[src/rtl/op_stream_decoder_if.sv]
// Op-word bus between the op deserializer and the stream decoder, plus the
// decoded event/state outputs consumed by the audio FIFO and keyboard LED logic.
interface op_stream_decoder_if #(
   parameter int unsigned OP_WIDTH  = 16,
   parameter int unsigned CNT_WIDTH = 16
);
   logic [OP_WIDTH-1:0]  op;
   logic                 op_valid;
   logic                 power_on_r1;
   logic                 kbd_led_update;
   logic                 audio_start;
   logic                 audio_stop;
   logic                 sample_valid;
   logic [OP_WIDTH-9:0]  sample_data;
   logic                 orphan_sample;
   logic                 audio_active;
   logic                 rate_44k;
   logic [CNT_WIDTH-1:0] sample_count;
   logic                 bus_reset;

   // Op source side
   modport master (
      output op, op_valid,
      input  power_on_r1, kbd_led_update, audio_start, audio_stop,
             sample_valid, sample_data, orphan_sample, audio_active,
             rate_44k, sample_count, bus_reset
   );

   // Decoder side
   modport slave (
      input  op, op_valid,
      output power_on_r1, kbd_led_update, audio_start, audio_stop,
             sample_valid, sample_data, orphan_sample, audio_active,
             rate_44k, sample_count, bus_reset
   );
endinterface

[src/rtl/op_stream_decoder.sv]
// Registered op-word decoder: control pulses, audio stream FSM (IDLE/ACTIVE),
// sample counting and all-ones bus-reset detection.
// Optional feature macro: OPDEC_TIMEOUT_EN enables the inactivity timeout
// and the audio_stop pulse; without it audio_stop is tied low.
module op_stream_decoder #(
   parameter int unsigned OP_WIDTH       = 16,
   parameter int unsigned ONES_RUN       = 2,
   parameter int unsigned CNT_WIDTH      = 16,
   parameter int unsigned TIMEOUT_CYCLES = 4096
) (
   input logic                 clk,
   input logic                 reset_n,
   op_stream_decoder_if.slave  bus
);
   localparam int unsigned DATA_W = OP_WIDTH - 8;
   localparam int unsigned RUN_W  = 4;
   localparam logic [RUN_W-1:0] RUN_MAX = RUN_W'(ONES_RUN);

   localparam logic [7:0] CMD_KBD    = 8'hc5;
   localparam logic [7:0] CMD_SAMPLE = 8'hc7;
   localparam logic [7:0] CMD_ST22   = 8'h1f;
   localparam logic [7:0] CMD_ST44   = 8'h0f;
   localparam logic [7:0] CMD_ONES   = 8'hff;
   localparam logic [7:0] ARG_PWR    = 8'hef;
   localparam logic [7:0] ARG_LED    = 8'h00;

   // Elaboration-time parameter sanity check
   if (OP_WIDTH < 16 || ONES_RUN < 1 || ONES_RUN > 15 || TIMEOUT_CYCLES < 2) begin : g_param_check
      $error("op_stream_decoder: illegal parameter value");
   end

   typedef enum logic {ST_IDLE, ST_ACTIVE} state_e;

   state_e               state_q, state_d;
   logic                 power_on_r1_q, power_on_r1_d;
   logic                 kbd_led_update_q, kbd_led_update_d;
   logic                 audio_start_q, audio_start_d;
   logic                 sample_valid_q, sample_valid_d;
   logic                 orphan_sample_q, orphan_sample_d;
   logic [DATA_W-1:0]    sample_data_q, sample_data_d;
   logic                 rate_44k_q, rate_44k_d;
   logic [CNT_WIDTH-1:0] sample_count_q, sample_count_d;
   logic [RUN_W-1:0]     run_q, run_d;
   logic                 bus_reset_q, bus_reset_d;

`ifdef OPDEC_TIMEOUT_EN
   localparam int unsigned TMO_W = $clog2(TIMEOUT_CYCLES);
   localparam logic [TMO_W-1:0] TMO_LOAD = TMO_W'(TIMEOUT_CYCLES - 1);
   logic [TMO_W-1:0]     tmo_q, tmo_d;
   logic                 audio_stop_q, audio_stop_d;
`endif

   logic [7:0]        cmd;
   logic [7:0]        arg;
   logic [DATA_W-1:0] payload;
   logic              is_ones, is_start, is_sample;

   // Field extraction and op classification
   assign cmd       = bus.op[OP_WIDTH-1 -: 8];
   assign arg       = bus.op[OP_WIDTH-9 -: 8];
   assign payload   = bus.op[OP_WIDTH-9:0];
   assign is_ones   = bus.op_valid && (cmd == CMD_ONES);
   assign is_start  = bus.op_valid && ((cmd == CMD_ST22) || (cmd == CMD_ST44));
   assign is_sample = bus.op_valid && (cmd == CMD_SAMPLE);

   // Next-state: decode, stream FSM, timeout and all-ones run tracking
   always_comb begin
      state_d          = state_q;
      power_on_r1_d    = 1'b0;
      kbd_led_update_d = 1'b0;
      audio_start_d    = 1'b0;
      sample_valid_d   = 1'b0;
      orphan_sample_d  = 1'b0;
      sample_data_d    = sample_data_q;
      rate_44k_d       = rate_44k_q;
      sample_count_d   = sample_count_q;
      run_d            = run_q;
      bus_reset_d      = bus_reset_q;
`ifdef OPDEC_TIMEOUT_EN
      tmo_d            = tmo_q;
      audio_stop_d     = 1'b0;
`endif

      if (bus.op_valid) begin
         if (is_ones) begin
            if (run_q != RUN_MAX) run_d = run_q + RUN_W'(1);
         end else begin
            run_d       = '0;
            bus_reset_d = 1'b0;
         end
         power_on_r1_d    = (cmd == CMD_KBD) && (arg == ARG_PWR);
         kbd_led_update_d = (cmd == CMD_KBD) && (arg == ARG_LED);
      end

      if (is_start) begin
         state_d        = ST_ACTIVE;
         rate_44k_d     = (cmd == CMD_ST44);
         sample_count_d = '0;
         audio_start_d  = 1'b1;
`ifdef OPDEC_TIMEOUT_EN
         tmo_d          = TMO_LOAD;
`endif
      end else if (is_sample) begin
         if (state_q == ST_ACTIVE) begin
            sample_valid_d = 1'b1;
            sample_data_d  = payload;
            sample_count_d = sample_count_q + CNT_WIDTH'(1);
`ifdef OPDEC_TIMEOUT_EN
            tmo_d          = TMO_LOAD;
`endif
         end else begin
            orphan_sample_d = 1'b1;
         end
      end
`ifdef OPDEC_TIMEOUT_EN
      else if (state_q == ST_ACTIVE) begin
         if (tmo_q == '0) begin
            state_d      = ST_IDLE;
            audio_stop_d = 1'b1;
         end else begin
            tmo_d = tmo_q - TMO_W'(1);
         end
      end
`endif

      // Completed all-ones run overrides any stream activity this cycle
      if (is_ones && (run_d == RUN_MAX)) begin
         bus_reset_d = 1'b1;
         state_d     = ST_IDLE;
`ifdef OPDEC_TIMEOUT_EN
         audio_stop_d = 1'b0;
`endif
      end
   end

   // State and output registers with synchronous reset
   always_ff @(posedge clk) begin
      if (!reset_n) begin
         state_q          <= ST_IDLE;
         power_on_r1_q    <= 1'b0;
         kbd_led_update_q <= 1'b0;
         audio_start_q    <= 1'b0;
         sample_valid_q   <= 1'b0;
         orphan_sample_q  <= 1'b0;
         sample_data_q    <= '0;
         rate_44k_q       <= 1'b0;
         sample_count_q   <= '0;
         run_q            <= '0;
         bus_reset_q      <= 1'b0;
`ifdef OPDEC_TIMEOUT_EN
         tmo_q            <= '0;
         audio_stop_q     <= 1'b0;
`endif
      end else begin
         state_q          <= state_d;
         power_on_r1_q    <= power_on_r1_d;
         kbd_led_update_q <= kbd_led_update_d;
         audio_start_q    <= audio_start_d;
         sample_valid_q   <= sample_valid_d;
         orphan_sample_q  <= orphan_sample_d;
         sample_data_q    <= sample_data_d;
         rate_44k_q       <= rate_44k_d;
         sample_count_q   <= sample_count_d;
         run_q            <= run_d;
         bus_reset_q      <= bus_reset_d;
`ifdef OPDEC_TIMEOUT_EN
         tmo_q            <= tmo_d;
         audio_stop_q     <= audio_stop_d;
`endif
      end
   end

   // Output mapping
   assign bus.power_on_r1    = power_on_r1_q;
   assign bus.kbd_led_update = kbd_led_update_q;
   assign bus.audio_start    = audio_start_q;
   assign bus.sample_valid   = sample_valid_q;
   assign bus.orphan_sample  = orphan_sample_q;
   assign bus.sample_data    = sample_data_q;
   assign bus.audio_active   = (state_q == ST_ACTIVE);
   assign bus.rate_44k       = rate_44k_q;
   assign bus.sample_count   = sample_count_q;
   assign bus.bus_reset      = bus_reset_q;
`ifdef OPDEC_TIMEOUT_EN
   assign bus.audio_stop     = audio_stop_q;
`else
   assign bus.audio_stop     = 1'b0;
`endif
endmodule

[src/flat_wrapper.sv]
// flat-port wrapper written by rule: the top's interface ports become plain ports
module op_stream_decoder_flat 
#(
   parameter int unsigned OP_WIDTH       = 16,
   parameter int unsigned ONES_RUN       = 2,
   parameter int unsigned CNT_WIDTH      = 16,
   parameter int unsigned TIMEOUT_CYCLES = 4096
)
  (clk, reset_n, bus_op, bus_op_valid, bus_power_on_r1, bus_kbd_led_update, bus_audio_start, bus_audio_stop, bus_sample_valid, bus_sample_data, bus_orphan_sample, bus_audio_active, bus_rate_44k, bus_sample_count, bus_bus_reset);
  op_stream_decoder_if #(.OP_WIDTH(OP_WIDTH), .CNT_WIDTH(CNT_WIDTH)) bus_i ();
  input logic clk;
  input logic reset_n;
  input wire logic [$bits(bus_i.op)-1:0] bus_op;
  input wire logic [$bits(bus_i.op_valid)-1:0] bus_op_valid;
  output wire logic [$bits(bus_i.power_on_r1)-1:0] bus_power_on_r1;
  output wire logic [$bits(bus_i.kbd_led_update)-1:0] bus_kbd_led_update;
  output wire logic [$bits(bus_i.audio_start)-1:0] bus_audio_start;
  output wire logic [$bits(bus_i.audio_stop)-1:0] bus_audio_stop;
  output wire logic [$bits(bus_i.sample_valid)-1:0] bus_sample_valid;
  output wire logic [$bits(bus_i.sample_data)-1:0] bus_sample_data;
  output wire logic [$bits(bus_i.orphan_sample)-1:0] bus_orphan_sample;
  output wire logic [$bits(bus_i.audio_active)-1:0] bus_audio_active;
  output wire logic [$bits(bus_i.rate_44k)-1:0] bus_rate_44k;
  output wire logic [$bits(bus_i.sample_count)-1:0] bus_sample_count;
  output wire logic [$bits(bus_i.bus_reset)-1:0] bus_bus_reset;
  assign bus_i.op = bus_op;
  assign bus_i.op_valid = bus_op_valid;
  assign bus_power_on_r1 = bus_i.power_on_r1;
  assign bus_kbd_led_update = bus_i.kbd_led_update;
  assign bus_audio_start = bus_i.audio_start;
  assign bus_audio_stop = bus_i.audio_stop;
  assign bus_sample_valid = bus_i.sample_valid;
  assign bus_sample_data = bus_i.sample_data;
  assign bus_orphan_sample = bus_i.orphan_sample;
  assign bus_audio_active = bus_i.audio_active;
  assign bus_rate_44k = bus_i.rate_44k;
  assign bus_sample_count = bus_i.sample_count;
  assign bus_bus_reset = bus_i.bus_reset;
  op_stream_decoder #(.OP_WIDTH(OP_WIDTH), .ONES_RUN(ONES_RUN), .CNT_WIDTH(CNT_WIDTH), .TIMEOUT_CYCLES(TIMEOUT_CYCLES)) u_core (.clk(clk), .reset_n(reset_n), .bus(bus_i));
endmodule
[config.mk]
export PLATFORM = sky130hd
export DESIGN_NAME = op_stream_decoder_flat
export DESIGN_NICKNAME = d
export VERILOG_FILES = /design/src/rtl/op_stream_decoder_if.sv /design/src/rtl/op_stream_decoder.sv /design/src/flat_wrapper.sv
export SDC_FILE = /design/constraint.sdc
export NUM_CORES = 1
export LEC_CHECK = 0
export ABC_AREA = 1
export CORE_MARGIN = 2
export CORE_UTILIZATION = 45
export DETAILED_ROUTE_END_ITERATION = 10
export GPL_TIMING_DRIVEN = 0
export PLACE_DENSITY_LB_ADDON = 0.12
export SKIP_CTS_REPAIR_TIMING = 1
export SYNTH_ARGS = -nofsm -noshare
export SYNTH_HDL_FRONTEND = slang
export SYNTH_SLANG_ARGS = --single-unit
export TNS_END_PERCENT = 10
[constraint.sdc]
create_clock -name clk -period 2.9 [get_ports clk]
set_clock_uncertainty 0.05 [all_clocks]
set_input_delay 0.58 -clock clk [delete_from_list [all_inputs] [get_ports clk]]
set_output_delay 0.58 -clock clk [all_outputs]
set_load 0.005 [all_outputs]
Yosys cells after proc, flatten, opt, wreduce, memory -nomap -nowiden --
Cells that the tools add are included.
Cells by class: reductions and logical operators 16, equal/unequal tests 9, add/subtract/negate cells 2, mux-type cells 9, bitwise operators 3
Operators with widths (number):
- $eq A8 B8 Y1 const B | 4
- $add A16 B1 Y16 const B | 1
- $mux W4 | 3
- $eq A8 B4 Y1 const B | 1
- $eq A8 B5 Y1 const B | 1
- $logic_not A8 Y1 | 1
- $logic_and A1 B1 Y1 | 6
- $mux W1 | 6
- $reduce_and A2 Y1 | 3
- $add A4 B1 Y4 const B | 1
- $eq A4 B2 Y1 const B | 1
- $ne A4 B2 Y1 const B | 1
- $reduce_or A2 Y1 | 2
- $not A1 Y1 | 3
- $reduce_and A3 Y1 | 1
- $reduce_or A3 Y1 | 1
- $ne A2 B2 Y1 const B | 1
- $reduce_bool A2 Y1 | 1
- $logic_or A1 B1 Y1 | 1
Word-level totals: logic and storage cells 50, output and inout bits 33, flip-flop bits (word level) 36

Longest topological paths before layout --
depth after elaboration 8, depth in mapped cells 11

Worst setup path before layout --
OpenSTA, ideal clock, no wires.
kind input port to flip-flop, from input bus_op[12], to register u_core.sample_data_q[0] (netlist: u_core.bus.sample_data[0]), data arrival time 1.389 ns, slack 1.327 ns, setup time 0.134 ns, required time 2.716 ns, stages 8, cells stage by stage nor2_1 -> nand2_1 -> nor2_2 -> nand3_2 -> buf_6 -> buf_2 -> nand2_1 -> a21oi_1
Between the ends: cells in the longest elaborated chain, start to end 5
RTL lines:
- start: declaration | RTL line flat_wrapper.sv:13 | input wire logic [$bits(bus_i.op)-1:0] bus_op;
- $eq A8 B5 Y1 or $eq A8 B4 Y1 (tied branches) | RTL line op_stream_decoder.sv:63 | assign is_start = bus.op_valid && ((cmd == CMD_ST22) || (cmd == CMD_ST44));
- $logic_or A1 B1 Y1 | RTL line op_stream_decoder.sv:63
- $logic_and A1 B1 Y1 | RTL line op_stream_decoder.sv:63
- $not A1 Y1 (no line)
- $reduce_and A3 Y1 (no line) *
- end signal: assignment | RTL line op_stream_decoder.sv:161 | sample_data_q <= sample_data_d;
- end: declaration | RTL line op_stream_decoder.sv:40 | logic [DATA_W-1:0] sample_data_q, sample_data_d;
Every way passes the cells marked *; elsewhere a longest branch is shown, timed or not. A chain may end at the register's enable or synchronous reset.

Final worst setup path --
from input bus_op_valid, to register u_core.sample_count_q[0] (netlist: u_core.bus.sample_count[0])
Between the ends: cells in the longest elaborated chain, start to end 2
RTL lines:
- start: declaration | RTL line flat_wrapper.sv:14 | input wire logic [$bits(bus_i.op_valid)-1:0] bus_op_valid;
- $logic_and A1 B1 Y1 (on tied branches) | RTL line op_stream_decoder.sv:64, op_stream_decoder.sv:63
- $reduce_and A2 Y1 (no line) or $reduce_or A2 Y1 (tied branches)
- end signal: assignment | RTL line op_stream_decoder.sv:163 | sample_count_q <= sample_count_d;
- end: declaration | RTL line op_stream_decoder.sv:42 | logic [CNT_WIDTH-1:0] sample_count_q, sample_count_d;
Parallel ways exist; a longest one is shown, timed or not.

==> qor.yml <==
run_status:
  outcome: "finished, final reports clean"
synth:
  synth_top_area_frac: 0.390
  post_synth_mux_area_share: 0
  netlist.top_cell.by_area: "sky130_fd_sc_hd__dfxtp_1"
  ys.flop_type: "sky130_fd_sc_hd__dfxtp_1"
  synth.avg_cell_area_um2: 6.79
  synthSimpleGateAreaFrac: 0.356
  netlist_area_mm2: 0.00185
  synth_compound_gate_area_share: 0.112
  synthesis.instances: 272
  synth_warn: 0
  async_flop_share: 0
  ys_seq_elements: 36
  synth_xor_xnor_area_share: 0.0237
  netlist_top_cells_area: "sky130_fd_sc_hd__dfxtp_1, sky130_fd_sc_hd__nand2_1, sky130_fd_sc_hd__a21oi_1"
  post_synthesis_adder_cell_area_fraction: 0.0203
  postSynthNetCount: 294
  synth_cell_types: 30
  synth_top_family_by_area: "simple AND/OR/NAND/NOR gates"
  synth-edff-count: 0
  yosysSeqAreaShare: 0.390
sta:
  timing.final.hold_violations: 0
  worst_setup_slack_after_layout_ns: 0.852
  worst_slew_pin_slew_ns: 0.509
  timing.final.crit_share: 0.706
  setup_repair_after_global_routing_missed_its_margin: "no"
  final_period_minus_worst_setup_slack_ns: 2.05
  worst_hold_slack_after_final_layout_ns: 0.415
  clock.fmax_mhz: 488
  slew_viol_final: 0
  finalSetupTns_ns: 0
  slew_headroom: 0.660
  setup_viol: 0
placed_design:
  dp_worst_setup_slack_ns: 0.560
  place_congestion: 0.882
  placement.cell_area_mm2: 0.00241
  hpwl_um: 3280
  io_buffers: 50
  place.detailed.instances: 372
cts:
  tritoncts: "built"
  cts_buffer_depth: 2
  clk_pin_slew_ns: 0.06
  cts.htree.levels: 2
  cts-root-buf: "sky130_fd_sc_hd__clkbuf_8"
  worstSkewPairLatency_ns: 0.28
  cts_made_buffers: 5
  cts.sinks: 36
grt:
  first_pass_grt_wire_length_um: 6920
  busiest_layer: "met2"
  track_usage: 0.198
  first_global_vias: 1605
  antenna_violations_before_repair: 0
  maximum_number_of_pins_on_one_net_before_global_route_repair: 11
  global_route.overflow_total: 0
  grt.met3_usage: 0.0477
  grtUsageMet2: 0.325
  globalRouteMet1Util: 0.252
floorplanning:
  die_outline_width_um: 68.1
  core_area_mm2: 0.00397
  dieArea_mm2: 0.00464
  number_of_cell_rows: 23
  die_outline_height_um: 68.1
  ioPinCount: 52
  initial_utilization: 0.465
drt:
  postRouteWirelength_um: 4300
  first_iter_violations: 145
  drc: 0
  detailroute.via_count: 1886
  ant_nets: 0
  drt_first_pass_iters: 4
  post_drt_wl_per_cell_um: 11.3
  drt-vias-per-instance: 4.98
cells_and_area:
  area_growth_syn_to_layout_pct: 35.7
  final_layout_size_suffix_gt1_frac: 0.0760
  antenna_cells_inserted: 0
  finish.net_count: 351
  finalNonFillerCells: 379
  num-fill-cells: 373
  stdcell_area_mm2: 0.00251
critical_path:
  cp.required_ns: 3.02
  worst-endpoint-arrival_ns: 2.17
  critical_path_class: "primary input to flip-flop"
  cp-end-kind: "flip-flop"
  cp_max_fo: 10
  timing.critical_path.from_type: "primary input"
power_and_ir_drop:
  power.density_mw_per_mm2: 373
  power.static_leakage_uw: 0.000890
  max-vdd-ir-drop_mv: 0.248
run:
  drv.max_cap_violation_count: 0
worst_hold_path:
  hold_removal_path_class: "flip-flop to flip-flop"
## cell usage in the layout (no fill, tap or decap)
cell and instances:
sky130_fd_sc_hd__clkdlybuf4s50_1 50, sky130_fd_sc_hd__o21ai_0 6, sky130_fd_sc_hd__clkbuf_1 1, sky130_fd_sc_hd__nand2_1 75
sky130_fd_sc_hd__nand2_2 1, sky130_fd_sc_hd__ha_1 3, sky130_fd_sc_hd__a21oi_2 1, sky130_fd_sc_hd__o21ai_1 2
sky130_fd_sc_hd__nor2_1 29, sky130_fd_sc_hd__xor2_1 5, sky130_fd_sc_hd__or2_1 1, sky130_fd_sc_hd__clkbuf_8 7
sky130_fd_sc_hd__nor4_1 3, sky130_fd_sc_hd__buf_4 1, sky130_fd_sc_hd__buf_6 3, sky130_fd_sc_hd__a21oi_1 27
sky130_fd_sc_hd__nand3_2 1, sky130_fd_sc_hd__nor3_1 6, sky130_fd_sc_hd__nand3_1 17, sky130_fd_sc_hd__a22o_1 1
sky130_fd_sc_hd__conb_1 1, sky130_fd_sc_hd__nand4_1 6, sky130_fd_sc_hd__nand3b_1 1, sky130_fd_sc_hd__inv_2 1
sky130_fd_sc_hd__clkinv_2 1, sky130_fd_sc_hd__inv_1 30, sky130_fd_sc_hd__o21bai_1 2, sky130_fd_sc_hd__nor3b_1 2
sky130_fd_sc_hd__nor2_2 5, sky130_fd_sc_hd__dfxtp_1 36, sky130_fd_sc_hd__nor3_2 2, sky130_fd_sc_hd__buf_2 2
## Yosys cell counts, drive strengths merged (2+ instances only)
cell    count
nand3      18
nor3b       2
o21bai      2
xor2        5
nor3        8
buf         6
nand2      76
nor2       34
nand4       6
a21oi      28
inv        31
nor4        3
ha          3
dfxtp      36
o21ai       8
## registers in the layout (all words and copies together) (netlist names)
register / count
u_core.bus.rate_44k: 1
u_core.run_q: 4
u_core.bus.sample_data: 8
u_core.bus.audio_start: 1
u_core.bus.bus_reset: 1
u_core.bus.orphan_sample: 1
u_core.bus.audio_active: 1
u_core.bus.power_on_r1: 1
u_core.bus.sample_valid: 1
u_core.bus.kbd_led_update: 1
u_core.bus.sample_count: 16
## power by group
part | internal (uW) | switching [uW] | total (uW)
Sequential | 494 | 0.124 | 494
Clock | 212 | 172 | 384
Combinational | 28.7 | 27.3 | 56.0
## kinds of logic (layout without fill, tap and decap cells)
group	after synthesis	in the layout
buf+inv	39	96
fa+ha+maj	3	3
flops	36	36
xor+xnor	5	5
other cells	1	1
compound gates	39	39
simple gates	149	149
## metal layers
metal	vias to the layer above	share of wire	wire (um)
li1	988	-	-
met1	850	0.48	2060
met2	44	0.46	1990
met3	4	0.048	206
met4	0	0.010	44
met5	-	0	0
## path summary, 6_finish.rpt
path,slack (ns),startpoint,cells past startpoint,end
worst min register to register,0.42,u_core.bus.sample_data[7]$_SDFFE_PN0P_,2,u_core.bus.sample_data[7]$_SDFFE_PN0P_
worst min-delay path,0.42,u_core.bus.sample_data[7]$_SDFFE_PN0P_,2,u_core.bus.sample_data[7]$_SDFFE_PN0P_
worst max-delay path,0.85,bus_op_valid,7,u_core.bus.sample_count[0]$_SDFFE_PP0P_
worst max register to register,1.35,u_core.bus.sample_count[0]$_SDFFE_PP0P_,6,u_core.bus.sample_count[8]$_SDFFE_PP0P_
## worst max-delay path, stage by stage
cell,delay [ns]
sky130_fd_sc_hd__clkdlybuf4s50_1,0.64
sky130_fd_sc_hd__inv_2,0.09
sky130_fd_sc_hd__nor2_2,0.18
sky130_fd_sc_hd__nand3_1,0.14
sky130_fd_sc_hd__nand2_1,0.18
sky130_fd_sc_hd__buf_2,0.27
sky130_fd_sc_hd__nor2_1,0.07
## per-stage QoR
stage	utilization	power [uW]
final	0.631	934
after detailed placement	0.607	562
after global routing	0.631	965
after floorplan	-	525
after CTS	0.631	944
after global placement	0.607	561
## layout make-up
| cell class | count | area (um^2) | area share |
|---|---|---|---|
| plain buffers | 7 | 55.1 | 0.0220 |
| repair buffers | 50 | 500 | 0.200 |
| flip-flops and latches | 36 | 721 | 0.287 |
| inverters | 32 | 121 | 0.0484 |
| multi-input cells | 197 | 951 | 0.379 |
| clock buffers | 7 | 96.3 | 0.0384 |
| well taps | 50 | 62.6 | 0.0250 |
Power figures use the tool's default switching activity.
